==> config.mk <==
export PLATFORM = sky130hd
export DESIGN_NAME = dds_sweep_ctrl_flat
export DESIGN_NICKNAME = d
export VERILOG_FILES = /design/src/rtl/dds_sweep_ctrl_if.sv /design/src/rtl/dds_sweep_ctrl.sv /design/src/flat_wrapper.sv
export SDC_FILE = /design/constraint.sdc
export NUM_CORES = 1
export LEC_CHECK = 0
export ABC_AREA = 0
export ABC_CLOCK_PERIOD_IN_PS = 4800
export CORE_UTILIZATION = 50
export DETAILED_ROUTE_END_ITERATION = 8
export PLACE_DENSITY = 0.73
export SLEW_MARGIN = 15
export SYNTH_ARGS = -nofsm -noshare
export SYNTH_HDL_FRONTEND = slang
export SYNTH_SLANG_ARGS = --single-unit
==> constraint.sdc <==
create_clock -name clk -period 4.8 [get_ports clk]
set_clock_uncertainty 0.05 [all_clocks]
set_input_delay 0.96 -clock clk [delete_from_list [all_inputs] [get_ports clk]]
set_output_delay 0.96 -clock clk [all_outputs]
set_load 0.05 [all_outputs]
==> src/rtl/dds_sweep_ctrl_if.sv <==
// Control/config/status bundle between the register logic and dds_sweep_ctrl.
// The master drives the sweep configuration and the slave returns the FCW stream and status.
interface dds_sweep_ctrl_if #(
    parameter int unsigned N  = 10,
    parameter int unsigned DW = 16
);
    logic          start;
    logic          abort;
    logic          loop_en;
    logic [N-1:0]  start_fcw;
    logic [N-1:0]  stop_fcw;
    logic [N-1:0]  step_fcw;
    logic [DW-1:0] dwell;
    logic [N-1:0]  fcw;
    logic          fcw_valid;
    logic          phase_clr;
    logic          busy;
    logic          done;

    modport master (
        output start, abort, loop_en, start_fcw, stop_fcw, step_fcw, dwell,
        input  fcw, fcw_valid, phase_clr, busy, done
    );

    modport slave (
        input  start, abort, loop_en, start_fcw, stop_fcw, step_fcw, dwell,
        output fcw, fcw_valid, phase_clr, busy, done
    );
endinterface

==> src/rtl/dds_sweep_ctrl.sv <==
// Linear FCW sweep sequencer for the DDS phase accumulator (sawtooth by default).
// Define SWEEP_BIDIR_EN for a triangle sweep that steps back down from stop to start.
module dds_sweep_ctrl #(
    parameter int unsigned N  = 10,
    parameter int unsigned DW = 16
) (
    input logic           clk,
    input logic           reset,
    dds_sweep_ctrl_if.slave bus
);

    typedef enum logic [1:0] {StIdle, StDwell, StStep, StDone} state_e;

    state_e        state_q, state_d;
    logic [DW-1:0] cnt_q, cnt_d;
    logic [DW-1:0] dwell_q, dwell_d;
    logic [N-1:0]  start_q, start_d, stop_q, stop_d, step_q, step_d;
    logic          loop_q, loop_d;
    logic [N-1:0]  fcw_q, fcw_d;
    logic          valid_q, valid_d, clr_q, clr_d, busy_q, busy_d, done_q, done_d;

    logic [DW-1:0] dwell_eff;
    logic [N:0]    sum;
    logic [N-1:0]  up_fcw, next_fcw, wrap_fcw;
    logic          degenerate, sweep_end;

    assign dwell_eff  = (bus.dwell == '0) ? DW'(1) : bus.dwell;
    assign degenerate = (step_q == '0) || (start_q > stop_q);
    // Widened add so an overflow past 2^N still clamps to stop.
    assign sum        = {1'b0, fcw_q} + {1'b0, step_q};
    assign up_fcw     = (sum > {1'b0, stop_q}) ? stop_q : sum[N-1:0];

`ifdef SWEEP_BIDIR_EN
    logic          dir_q, dir_d;  // 1 = stepping down
    logic [N:0]    diff;
    logic [N-1:0]  down_fcw;
    logic          turn;

    assign diff      = {1'b0, fcw_q} - {1'b0, step_q};
    assign down_fcw  = (diff[N] || (diff[N-1:0] < start_q)) ? start_q : diff[N-1:0];
    assign sweep_end = degenerate || (start_q == stop_q) || (dir_q && (fcw_q == start_q));
    assign turn      = !dir_q && (fcw_q == stop_q);
    assign next_fcw  = (dir_q || turn) ? down_fcw : up_fcw;
    // Looping from the bottom goes straight back up so start is not emitted twice.
    assign wrap_fcw  = degenerate ? start_q : up_fcw;
`else
    assign sweep_end = degenerate || (fcw_q == stop_q);
    assign next_fcw  = up_fcw;
    assign wrap_fcw  = start_q;
`endif

    always_ff @(posedge clk) begin
        if (!reset) begin
            state_q <= StIdle;
            cnt_q   <= '0;
            dwell_q <= '0;
            start_q <= '0;
            stop_q  <= '0;
            step_q  <= '0;
            loop_q  <= 1'b0;
            fcw_q   <= '0;
            valid_q <= 1'b0;
            clr_q   <= 1'b0;
            busy_q  <= 1'b0;
            done_q  <= 1'b0;
`ifdef SWEEP_BIDIR_EN
            dir_q   <= 1'b0;
`endif
        end else begin
            state_q <= state_d;
            cnt_q   <= cnt_d;
            dwell_q <= dwell_d;
            start_q <= start_d;
            stop_q  <= stop_d;
            step_q  <= step_d;
            loop_q  <= loop_d;
            fcw_q   <= fcw_d;
            valid_q <= valid_d;
            clr_q   <= clr_d;
            busy_q  <= busy_d;
            done_q  <= done_d;
`ifdef SWEEP_BIDIR_EN
            dir_q   <= dir_d;
`endif
        end
    end

    always_comb begin
        state_d = state_q;
        if (bus.abort) begin
            state_d = StIdle;
        end else begin
            unique case (state_q)
                StIdle, StDone: if (bus.start) state_d = StDwell;
                StDwell:        if (cnt_q == DW'(1)) state_d = StStep;
                StStep:         state_d = (sweep_end && !loop_q) ? StDone : StDwell;
                default:        state_d = StIdle;
            endcase
        end
    end

    always_comb begin
        cnt_d   = cnt_q;
        dwell_d = dwell_q;
        start_d = start_q;
        stop_d  = stop_q;
        step_d  = step_q;
        loop_d  = loop_q;
        fcw_d   = fcw_q;
        valid_d = 1'b0;
        clr_d   = 1'b0;
        busy_d  = busy_q;
        done_d  = 1'b0;
`ifdef SWEEP_BIDIR_EN
        dir_d   = dir_q;
`endif
        if (bus.abort) begin
            busy_d = 1'b0;
`ifdef SWEEP_BIDIR_EN
            dir_d  = 1'b0;
`endif
        end else begin
            unique case (state_q)
                StIdle, StDone: begin
                    if (bus.start) begin
                        dwell_d = dwell_eff;
                        start_d = bus.start_fcw;
                        stop_d  = bus.stop_fcw;
                        step_d  = bus.step_fcw;
                        loop_d  = bus.loop_en;
                        fcw_d   = bus.start_fcw;
                        cnt_d   = dwell_eff;
                        valid_d = 1'b1;
                        clr_d   = 1'b1;
                        busy_d  = 1'b1;
`ifdef SWEEP_BIDIR_EN
                        dir_d   = 1'b0;
`endif
                    end
                end
                StDwell: if (cnt_q != DW'(1)) cnt_d = cnt_q - DW'(1);
                StStep: begin
                    if (sweep_end && !loop_q) begin
                        done_d = 1'b1;
                        busy_d = 1'b0;
                    end else begin
                        fcw_d   = sweep_end ? wrap_fcw : next_fcw;
                        valid_d = 1'b1;
                        cnt_d   = dwell_q;
`ifdef SWEEP_BIDIR_EN
                        dir_d   = sweep_end ? 1'b0 : (dir_q | turn);
`endif
                    end
                end
                default: ;
            endcase
        end
    end

    assign bus.fcw       = fcw_q;
    assign bus.fcw_valid = valid_q;
    assign bus.phase_clr = clr_q;
    assign bus.busy      = busy_q;
    assign bus.done      = done_q;

endmodule

==> src/flat_wrapper.sv <==
// flat-port wrapper written by rule: the top's interface ports become plain ports
module dds_sweep_ctrl_flat 
#(
    parameter int unsigned N  = 10,
    parameter int unsigned DW = 16
)
  (clk, reset, bus_start, bus_abort, bus_loop_en, bus_start_fcw, bus_stop_fcw, bus_step_fcw, bus_dwell, bus_fcw, bus_fcw_valid, bus_phase_clr, bus_busy, bus_done);
  dds_sweep_ctrl_if #(.N(N), .DW(DW)) bus_i ();
  input logic clk;
  input logic reset;
  input wire logic [$bits(bus_i.start)-1:0] bus_start;
  input wire logic [$bits(bus_i.abort)-1:0] bus_abort;
  input wire logic [$bits(bus_i.loop_en)-1:0] bus_loop_en;
  input wire logic [$bits(bus_i.start_fcw)-1:0] bus_start_fcw;
  input wire logic [$bits(bus_i.stop_fcw)-1:0] bus_stop_fcw;
  input wire logic [$bits(bus_i.step_fcw)-1:0] bus_step_fcw;
  input wire logic [$bits(bus_i.dwell)-1:0] bus_dwell;
  output wire logic [$bits(bus_i.fcw)-1:0] bus_fcw;
  output wire logic [$bits(bus_i.fcw_valid)-1:0] bus_fcw_valid;
  output wire logic [$bits(bus_i.phase_clr)-1:0] bus_phase_clr;
  output wire logic [$bits(bus_i.busy)-1:0] bus_busy;
  output wire logic [$bits(bus_i.done)-1:0] bus_done;
  assign bus_i.start = bus_start;
  assign bus_i.abort = bus_abort;
  assign bus_i.loop_en = bus_loop_en;
  assign bus_i.start_fcw = bus_start_fcw;
  assign bus_i.stop_fcw = bus_stop_fcw;
  assign bus_i.step_fcw = bus_step_fcw;
  assign bus_i.dwell = bus_dwell;
  assign bus_fcw = bus_i.fcw;
  assign bus_fcw_valid = bus_i.fcw_valid;
  assign bus_phase_clr = bus_i.phase_clr;
  assign bus_busy = bus_i.busy;
  assign bus_done = bus_i.done;
  dds_sweep_ctrl #(.N(N), .DW(DW)) u_core (.clk(clk), .reset(reset), .bus(bus_i));
endmodule
==> results of run 1 <==
## how the worst min path moves through the flow
| stage | from | endpoint | depth (start not counted) |
|---|---|---|---|
| 2_1_floorplan | u_core.dwell_q[10] | u_core.dwell_q[10] | 2 |
| 3_3_place_gp | u_core.dwell_q[13] | u_core.dwell_q[13] | 2 |
| 3_5_place_dp | u_core.dwell_q[10] | u_core.dwell_q[10] | 2 |
| 4_1_cts | u_core.dwell_q[10] | u_core.dwell_q[10] | 2 |
| 5_1_grt | u_core.dwell_q[9] | u_core.dwell_q[9] | 2 |
| 6_report | u_core.dwell_q[10] | u_core.dwell_q[10] | 2 |
## synth_stat cells, types with 12 or more instances
cell type  instances
ha_1              35
clkbuf_1          28
a211oi_1          15
nor3_1            16
inv_1             25
nand2_1          118
xnor2_1           15
a21oi_1           87
dfxtp_1           79
o21ai_0           16
nor2_1            21
xor2_1            12
nor4_1            17
o21ai_1           17
## stage by stage
stage | area (sq um) | setup WS, ns | hold WS, ns | total power [mW]
2_1_floorplan | 4920 | 0.736 | 0.382 | 1.09
3_3_place_gp | 5610 | 0.887 | 0.388 | 1.23
3_5_place_dp | 5610 | 0.785 | 0.396 | 1.24
4_1_cts | 5820 | 0.745 | 0.409 | 1.78
5_1_grt | 5820 | 0.344 | 0.420 | 1.88
6_report | 5820 | 0.669 | 0.407 | 1.78
## layout by cell type, fill, tap and decap left out, types with 4 or more instances in the layout
master           synthesis  layout
xor2_1                  12      12
a211oi_1                15      15
o41ai_1                 11      11
clkdlybuf4s50_1          0      64
ha_1                    35      35
or4_1                    6       6
nand3_1                  6       6
a21o_1                   4       4
o21a_1                   6       6
nor3_1                  16      16
a31oi_1                  4       4
dfxtp_1                 79      79
nor2_1                  21      20
a21oi_2                  6       6
nand4_1                  5       5
o2111ai_2                6       6
buf_4                    1       6
o21ai_0                 16      16
xnor2_1                 15      15
nand2_1                118     118
o21ai_1                 17      17
nor4_1                  17      17
and3_1                   4       4
inv_1                   25      24
a21oi_1                 87      87
clkbuf_8                 0       9
a221o_1                  6       6
## worst max-delay path, delay by kind of cell (launching register included)
kind	cells	cell delay, ns
AOI/OAI and AO/OA	6	1.02
xor gates and xnor gates	1	0.23
adders and majority gates	3	0.92
buffers and inverters	1	0.07
DFF	1	0.39
and+or+nand+nor	4	1.35
## sequential cells by signal, indices dropped and copies added, names as in the netlist, 2 cells and up
signal          flops
u_core.state_q      2
u_core.dwell_q     16
u_core.start_q     10
u_core.stop_q      10
u_core.cnt_q       16
u_core.bus.fcw     10
u_core.step_q      10
## cell type report
class / instances / area, sq um / share of cell area (%)
clock buffers: 9 / 124 / 2.13
clock inverters: 7 / 86.3 / 1.48
inverters: 27 / 101 / 1.74
multi-input cells: 481 / 3080 / 52.9
flip-flops and latches: 79 / 1580 / 27.2
well taps: 129 / 161 / 2.77
repair buffers: 70 / 686 / 11.8
## cells by family (layout without fill, tap and decap cells)
logic type | count (synthesis) | count (layout) | share of synthesized area, %
compound gates | 205 | 205 | 28.0
xor+xnor | 27 | 27 | 4.80
fa+ha+maj | 36 | 36 | 9.30
buf+inv | 65 | 113 | 5.46
flops | 79 | 79 | 32.1
simple gates | 213 | 213 | 20.4
## layer usage
layer  GRT usage, %  routed length, microns  up-vias
met4           11.3                     361        0
met1           38.4                    5990     2270
met3           5.66                    1200       35
met2           46.8                    6630      205
met5              0                       0        -
li1               -                       -     2363
## power by group through the flow
stage / sequential [mW] / clock [mW] / combinational (mW)
6_report: 0.734 / 0.543 / 0.503
5_1_grt: 0.739 / 0.585 / 0.553
3_3_place_gp: 0.746 / 0 / 0.487
3_5_place_dp: 0.748 / 0 / 0.493
4_1_cts: 0.733 / 0.549 / 0.497
2_1_floorplan: 0.764 / 0 / 0.324
==> impl_metrics.py, run 1 <==
metrics = {
    "power_and_ir_drop": {
        "power_frac_comb_pct": 28.2,
        "clkPwrFrac_pct": 30.5,
        "max-vdd-ir-drop_mv": 0.166,
        "netSwitchingPower_mw": 0.630,
        "seqPwrFrac_pct": 41.2,
        "p_sw_share_pct": 35.4,
        "intPower_mw": 1.15,
        "power_density_mw_per_mm2": 306,
        "leakagePower_nw": 2.14,
    },
    "die": {
        "num_io_pins": 65,
        "die-area_sq_mm": 0.0102,
        "die_h_microns": 101,
        "rows": 35,
        "start_util_pct": 52.5,
        "coreArea_sq_mm": 0.00937,
        "die_x_microns": 101,
    },
    "layout": {
        "fin_util_pct": 62.1,
        "areaGrowthSynthToFinish_pct": 18.2,
        "nNetsFinal": 755,
        "fillers": 874,
        "layout-drive-gt1-share_pct": 6.69,
        "final_cells": 802,
        "diodes": 0,
    },
    "worst_setup_path": {
        "crit_type": "flop to flop",
        "cp-startpoint": "u_core.bus.fcw[0]",
        "timing.rr.end": "u_core.bus.fcw[4]",
        "worstSetupEndpointType": "flop",
        "crit_path_top_delay_cell": "or4b_1",
        "cpPeakStageDelay_ns": 0.53,
        "required_ns": 5.02,
        "r2r-start": "u_core.bus.fcw[0]",
        "crit_path_max_fanout": 9,
        "startpoint_type": "flop",
        "ff2ff_setup_slack_ns": 0.67,
        "worstRegToRegCells": 15,
        "critPathCapture": "u_core.bus.fcw[4]",
        "crit_chain": "ha_1 -> inv_1 -> fa_1 -> nor2b_1 -> o31a_1 -> o21ai_1 -> xnor2_1 -> ha_1 -> a21o_1 -> a21oi_1 -> or4b_1 -> a21o_1 -> nor2_2 -> a211oi_1 -> nor4_1",
        "cp.arrival_ns": 4.35,
    },
    "timing": {
        "finalSetupViolations": 0,
        "slew_violations": 0,
        "layout_min_cycle_time_ns": 4.13,
        "min_period_over_period_pct": 86.1,
        "rsz0062_at_grt": "false",
        "finalSetupTns_ns": 0,
        "max_slew_margin_pct": 24.6,
        "worst_pin_slew_ns": 1.13,
        "hold_violations": 0,
        "fmax_mhz": 242,
    },
    "route": {
        "drcViolationCount": 0,
        "postRouteAntennaNets": 0,
        "post_drt_wl_per_cell_microns": 17.7,
        "drt_iter0_markers": 371,
        "routed_via_density": 6.08,
        "wirelength_microns": 14200,
        "vias": 4873,
        "first_pass_iters": 7,
    },
    "synth": {
        "synth-seq-cells": 79,
        "synth.distinct_cells": 65,
        "synth_edf_count": 0,
        "synth_ff_type": "dfxtp_1",
        "synth_top_area_share_pct": 32.1,
        "ys_top_cells_by_area": "dfxtp_1 32%, nand2_1 9.0%, ha_1 8.9%, a21oi_1 8.8%, xnor2_1 2.7%",
        "syn_nets": 712,
        "synthCells": 625,
        "async_flop_share_pct": 0,
        "yosysWarnings": 0,
        "yosysSeqAreaShare_pct": 32.1,
        "yosysTopAreaCell": "dfxtp_1",
        "synth_area_sq_mm": 0.00492,
        "postSynthAreaPerCell_sq_um": 7.88,
    },
    "clock_tree": {
        "cts_made_buffers": 9,
        "insertion_delay_ns": 0.37,
        "clockBufferDepth": 2,
        "post_cts_resized": 0,
        "htree_levels": 3,
        "cts_hold_buf": 0,
        "cts_tree": "done",
        "root_buffer": "clkbuf_8",
        "cts.sinks": 79,
        "clkTransAtPathRegs_ns": 0.10,
        "postCtsSetupRepairBufs": 0,
    },
    "placed_design": {
        "numPortBuffers": 64,
        "place_inst": 786,
        "hpwl_microns": 10300,
        "gp_congestion": 0.944,
    },
    "outcome": {
        "outcome": "finished clean",
    },
    "global_route": {
        "grt_first_pass_wirelength_microns": 22900,
        "grt_pass1_vias": 4442,
        "grt_max_degree": 49,
        "grt-ovfl-total": 0,
        "grt_use_total_pct": 29.0,
        "antenna_found_initial": 0,
    },
    "min_path": {
        "hp-class": "flop to flop",
    },
    "job": {
        "drv_cap": 0,
    },
}
Power figures use the tool's default switching activity.
==> run 2: changes to the inputs <==
- ABC_AREA: 0 -> 1
==> run 2 against run 1 <==
  * Global-route usage down 2.4 points
  * Total power up 4.1%
  * Critical endpoint is now u_core.bus.fcw[1]
  * First-iteration DRC count fell by 45%
  * Via count up 6.6%
  * Sequential power is 1% higher
==> impl_metrics.py, run 2 <==
metrics = {
    "timing": {
        "slew_violations": 0,
        "hold_violations": 0,
        "rsz0062_at_grt": "false",
        "finalSetupViolations": 0,
        "fmax_mhz": 276,
        "layout_min_cycle_time_ns": 3.62,
        "fin_ws_ns": 1.18,
        "max_slew_margin_pct": 40.4,
        "worst_pin_slew_ns": 0.894,
        "min_period_over_period_pct": 75.4,
        "finalSetupTns_ns": 0,
    },
    "worst_setup_path": {
        "crit_path_top_delay_cell": "dfxtp_1",
        "crit_path_max_fanout": 11,
        "cpPeakStageDelay_ns": 0.40,
        "cp.arrival_ns": 3.84,
        "crit_type": "flop to flop",
        "required_ns": 5.02,
        "startpoint_type": "flop",
        "r2r-start": "u_core.bus.fcw[0]",
        "path_buf_inv": 3,
        "crit_chain": "ha_1 -> inv_1 -> fa_1 -> inv_1 -> nand3_1 -> nand3_1 -> xor2_1 -> inv_1 -> ha_1 -> nand2_1 -> nand2_1 -> a21oi_1 -> nand2_1 -> nand2_1 -> nand2_1 -> nand2_1 -> nand3_1 -> nand2_1 -> nand3_1 -> nand2_1 -> nand2_1 -> a21oi_1",
        "worstSetupEndpointType": "flop",
        "cp-startpoint": "u_core.bus.fcw[0]",
        "cp_common_cell": "nand2_1",
        "crit_family": "simple AND/OR/NAND/NOR gates",
    },
    "global_route": {
        "grt_first_pass_wirelength_microns": 22000,
        "antenna_found_initial": 0,
        "grt_max_degree": 56,
        "grt-ovfl-total": 0,
        "grt_use_total_pct": 26.6,
        "grt_pass1_vias": 4902,
    },
    "die": {
        "die_h_microns": 103,
        "start_util_pct": 51.9,
        "rows": 36,
        "num_io_pins": 65,
        "die-area_sq_mm": 0.0106,
        "die_x_microns": 103,
        "coreArea_sq_mm": 0.00986,
    },
    "synth": {
        "yosys-top-cells-count": "175 x nand2_1, 97 x a21oi_1, 91 x nor2_1",
        "yosysMostFrequentCell": "nand2_1",
        "synthSimpleGateAreaFrac_pct": 29.9,
        "synthMuxAreaShare_pct": 0,
        "synth-seq-cells": 79,
        "synth_top_area_share_pct": 30.9,
        "synth-xor-area-share_pct": 1.71,
        "synth_fa_ha_area_share_pct": 8.95,
        "synthCells": 786,
        "async_flop_share_pct": 0,
        "yosysSeqAreaShare_pct": 30.9,
        "postSynthAreaPerCell_sq_um": 6.51,
        "synth_edf_count": 0,
        "syn_nets": 873,
        "yosysWarnings": 0,
        "synth.distinct_cells": 38,
        "synth_top_family_by_area": "simple AND/OR/NAND/NOR gates",
        "ys_top_cells_by_area": "dfxtp_1 31%, nand2_1 13%, a21oi_1 9.5%, ha_1 8.6%, nor2_1 6.7%",
        "synth_ff_type": "dfxtp_1",
        "synth_area_sq_mm": 0.00511,
        "yosysTopAreaCell": "dfxtp_1",
        "synth_compound_area_share_pct": 18.6,
    },
    "layout": {
        "final_cell_mix": "175 x nand2_1, 97 x a21oi_1, 90 x nor2_1, 84 x inv_1, 79 x dfxtp_1",
        "final_cells": 966,
        "diodes": 0,
        "areaGrowthSynthToFinish_pct": 17.3,
        "top_regs": "u_core.cnt_q (16), u_core.dwell_q (16)",
        "nNetsFinal": 916,
        "layout-drive-gt1-share_pct": 5.52,
        "mostFrequentLayoutCell": "nand2_1",
        "fillers": 956,
    },
    "clock_tree": {
        "postCtsSetupRepairBufs": 0,
        "htree_levels": 3,
        "root_buffer": "clkbuf_8",
        "clkTransAtPathRegs_ns": 0.08,
        "cts_made_buffers": 9,
        "cts.sinks": 79,
        "cts_tree": "done",
        "post_cts_resized": 0,
        "insertion_delay_ns": 0.36,
        "cts_hold_buf": 0,
        "clockBufferDepth": 2,
    },
    "power_and_ir_drop": {
        "max-vdd-ir-drop_mv": 0.165,
        "power.total_mw": 1.85,
        "power_density_mw_per_mm2": 309,
        "leakagePower_nw": 2.73,
    },
    "placed_design": {
        "place_inst": 951,
        "gp_congestion": 0.884,
        "pre_cts_ws_ns": 1.26,
        "numPortBuffers": 64,
        "hpwl_microns": 9870,
    },
    "min_path": {
        "min_from": "u_core.bus.busy",
        "hp-class": "flop to flop",
    },
    "route": {
        "first_pass_iters": 5,
        "postRouteAntennaNets": 0,
        "vias": 5193,
        "drcViolationCount": 0,
        "drt_iter0_markers": 203,
        "post_drt_wl_per_cell_microns": 14.2,
        "wirelength_microns": 13800,
        "routed_via_density": 5.38,
    },
    "outcome": {
        "outcome": "finished clean",
    },
    "job": {
        "drv_cap": 0,
    },
}
run 2: cell count changes in the layout (fill, tap and decap cells not counted), moves of 14 or more:
cell	delta
nor2_1	+70
inv_1	+60
nand2_1	+57
o21ai_0	+49
nand3_1	+34
a211oi_1	-14
nor4_1	-14
run 2: final cells by class:
| class | count | area (sq um) | share of cell area, % |
|---|---|---|---|
| tap | 133 | 166 | 2.77 |
| clock buffer | 10 | 128 | 2.13 |
| multi-input combinational | 578 | 3030 | 50.4 |
| inverter | 94 | 353 | 5.88 |
| timing repair buffer | 67 | 663 | 11.0 |
| clock inverter | 5 | 82.6 | 1.38 |
| sequential | 79 | 1580 | 26.3 |
run 2: stage by stage:
stage,util (%),hold WS [ns],area [sq um]
2_1_floorplan,-,0.398,5110
3_3_place_gp,58.7,0.415,5790
3_5_place_dp,58.7,0.416,5790
4_1_cts,60.8,0.428,6000
5_1_grt,60.8,0.468,6000
6_report,60.8,0.427,6000
run 2: kinds of logic (layout without fill, tap and decap cells):
group,after synthesis,count (layout)
buffers and inverters,129,176
and+or+nand+nor,351,351
adders and majority gates,36,36
DFF,79,79
AOI/OAI and AO/OA,181,181
xor gates and xnor gates,10,10
run 2: report_power, final:
group	internal, mW	switching [mW]
sequential	0.702	0.0391
clock	0.292	0.252
combinational	0.210	0.357
run 2: layer usage:
layer,wire length [microns],up-vias,track usage (%)
met5,0,-,0
li1,-,2656,-
met1,5910,2384,31.3
met3,689,19,4.75
met4,246,0,8.45
met2,6910,134,49.0
run 2: path summary, 6_finish.rpt:
| kind | end | slack, ns | cells after the start |
|---|---|---|---|
| setup reg to reg | u_core.bus.fcw[1] | 1.18 | 22 |
| setup / recovery | u_core.bus.fcw[1] | 1.18 | 22 |
| hold reg to reg | u_core.bus.busy | 0.43 | 2 |
| hold / removal | u_core.bus.busy | 0.43 | 2 |
run 2: worst register-to-register path, stage by stage (launching register included):
cell and delay, ns:
dfxtp_1 0.40, ha_1 0.24, inv_1 0.07, fa_1 0.40
inv_1 0.09, nand3_1 0.07, nand3_1 0.11, xor2_1 0.21
inv_1 0.06, ha_1 0.29, nand2_1 0.07, nand2_1 0.04
a21oi_1 0.11, nand2_1 0.07, nand2_1 0.05, nand2_1 0.04
nand2_1 0.26, nand3_1 0.39, nand2_1 0.16, nand3_1 0.08
nand2_1 0.06, nand2_1 0.06, a21oi_1 0.15
==> run 3: changes to the inputs <==
- ABC_CLOCK_PERIOD_IN_PS: 4800 -> 3600
- clock period: 4.8 -> 3.6 ns (I/O delays scaled with it)
==> run 3 against run 2 <==
  * Worst setup slack got worse by 0.81 ns
  * Core utilization increased by 0.53 points
  * Via count increased by 0.67%
  * Critical endpoint is now u_core.bus.fcw[3]
  * Global-route usage grew 0.18 points
  * Hold slack improved by 0.010 ns
  * Routed wire length down 3.0%
==> impl_metrics.py, run 3 (same netlist as run 2, synthesis figures left out) <==
metrics = {
    "power_and_ir_drop": {
        "power_density_mw_per_mm2": 412,
        "max-vdd-ir-drop_mv": 0.277,
        "leakagePower_nw": 2.77,
        "power.total_mw": 2.49,
    },
    "worst_setup_path": {
        "cp-startpoint": "u_core.bus.fcw[0]",
        "cp.arrival_ns": 3.38,
        "worstSetupEndpointType": "flop",
        "required_ns": 3.76,
        "crit_type": "flop to flop",
        "r2r-start": "u_core.bus.fcw[0]",
        "crit_path_max_fanout": 10,
        "ff2ff_setup_slack_ns": 0.37,
        "startpoint_type": "flop",
    },
    "clock_tree": {
        "postCtsSetupRepairBufs": 0,
        "post_cts_resized": 0,
        "cts_made_buffers": 9,
        "root_buffer": "clkbuf_8",
        "cts_tree": "done",
        "clockBufferDepth": 2,
        "clkTransAtPathRegs_ns": 0.09,
        "cts.sinks": 79,
        "htree_levels": 3,
        "insertion_delay_ns": 0.36,
        "cts_hold_buf": 0,
    },
    "layout": {
        "final_cells": 971,
        "multiInputGateArea_sq_mm": 0.00303,
        "mostFrequentLayoutCell": "nand2_1",
        "fillers": 920,
        "areaGrowthSynthToFinish_pct": 18.4,
        "layout-drive-gt1-share_pct": 6.32,
        "final_cell_mix": "175 x nand2_1, 97 x a21oi_1, 90 x nor2_1, 84 x inv_1, 79 x dfxtp_1",
        "fin_util_pct": 61.4,
        "diodes": 0,
        "regArea_sq_mm": 0.00158,
        "nNetsFinal": 921,
        "top_regs": "u_core.cnt_q (16), u_core.dwell_q (16)",
    },
    "route": {
        "vias": 5228,
        "drcViolationCount": 0,
        "first_pass_iters": 5,
        "postRouteAntennaNets": 0,
        "post_drt_wl_per_cell_microns": 13.7,
        "routed_via_density": 5.38,
        "wirelength_microns": 13300,
        "drt_iter0_markers": 233,
    },
    "global_route": {
        "grt_first_pass_wirelength_microns": 22000,
        "grt_use_total_pct": 26.8,
        "antenna_found_initial": 0,
        "grt-ovfl-total": 0,
        "grt_pass1_vias": 4841,
        "grt_max_degree": 55,
    },
    "timing": {
        "finalSetupViolations": 0,
        "max_slew_margin_pct": 41.2,
        "worst_pin_slew_ns": 0.880,
        "finalSetupTns_ns": 0,
        "slew_violations": 0,
        "min_period_over_period_pct": 89.7,
        "fmax_mhz": 310,
        "hold_violations": 0,
        "rsz0062_at_grt": "false",
        "layout_min_cycle_time_ns": 3.23,
    },
    "outcome": {
        "outcome": "finished clean",
    },
    "die": {
        "die_x_microns": 103,
        "num_io_pins": 65,
        "die-area_sq_mm": 0.0106,
        "start_util_pct": 51.9,
        "coreArea_sq_mm": 0.00986,
        "die_h_microns": 103,
        "rows": 36,
    },
    "placed_design": {
        "place_inst": 956,
        "gp_congestion": 0.911,
        "hpwl_microns": 9920,
        "numPortBuffers": 64,
    },
    "job": {
        "drv_cap": 0,
    },
    "min_path": {
        "hp-class": "flop to flop",
        "min_from": "u_core.bus.busy",
    },
}
==> run 3: cell count changes in the layout (fill, tap and decap cells not counted), sizes merged <==
cell / delta
buf: +5
inv: -1
clkinv: +1
==> run 3: per-stage QoR <==
step	hold WS [ns]	area [sq um]	worst slack (ns)
finish	0.437	6050	0.370
global route	0.462	6050	0.0591
CTS	0.436	6050	0.296
detailed placement	0.424	5830	0.325
global placement	0.416	5830	0.461
floorplan	0.398	5110	0.264
==> run 3: area by class of cell <==
cell class / count / area share [%]
multi-input cells: 578 / 50.1
well taps: 133 / 2.75
flip-flops and latches: 79 / 26.1
inverters: 94 / 5.83
clock buffers: 10 / 2.27
repair buffers: 72 / 11.6
clock inverters: 5 / 1.36
==> run 3: worst max-delay path, cell delays in order (launching register included) <==
cell     delay [ns]
dfxtp_1        0.41
ha_1           0.24
inv_1          0.07
fa_1           0.39
inv_1          0.09
nand2_1        0.07
nand3_1        0.11
xor2_1         0.20
inv_1          0.06
ha_1           0.29
nand2_1        0.09
inv_1          0.04
a21oi_1        0.13
nand2_1        0.06
nand2_1        0.05
nand2_1        0.05
nand2_1        0.09
buf_4          0.18
nand4_1        0.12
nand3_1        0.11
nand2_1        0.06
nand2_1        0.06
a21oi_1        0.05
==> run 3: metal layers <==
layer	vias to the layer above	GRT usage [%]	wire, microns
li1	2672	-	-
met1	2369	30.5	5590
met2	157	48.4	6700
met3	30	6.03	729
met4	0	10.8	327
met5	-	0	0
==> run 3: power breakdown <==
group          leakage, nW  internal, mW  switching, mW
Combinational         2.00         0.288          0.475
Sequential           0.650         0.936         0.0517
Clock                0.112         0.407          0.335
==> run 3: final timing paths <==
kind / to / depth (start not counted)
worst max-delay path: u_core.bus.fcw[3] / 22
worst min-delay path: u_core.bus.busy / 2
worst max register to register: u_core.bus.fcw[3] / 22
worst min register to register: u_core.bus.busy / 2
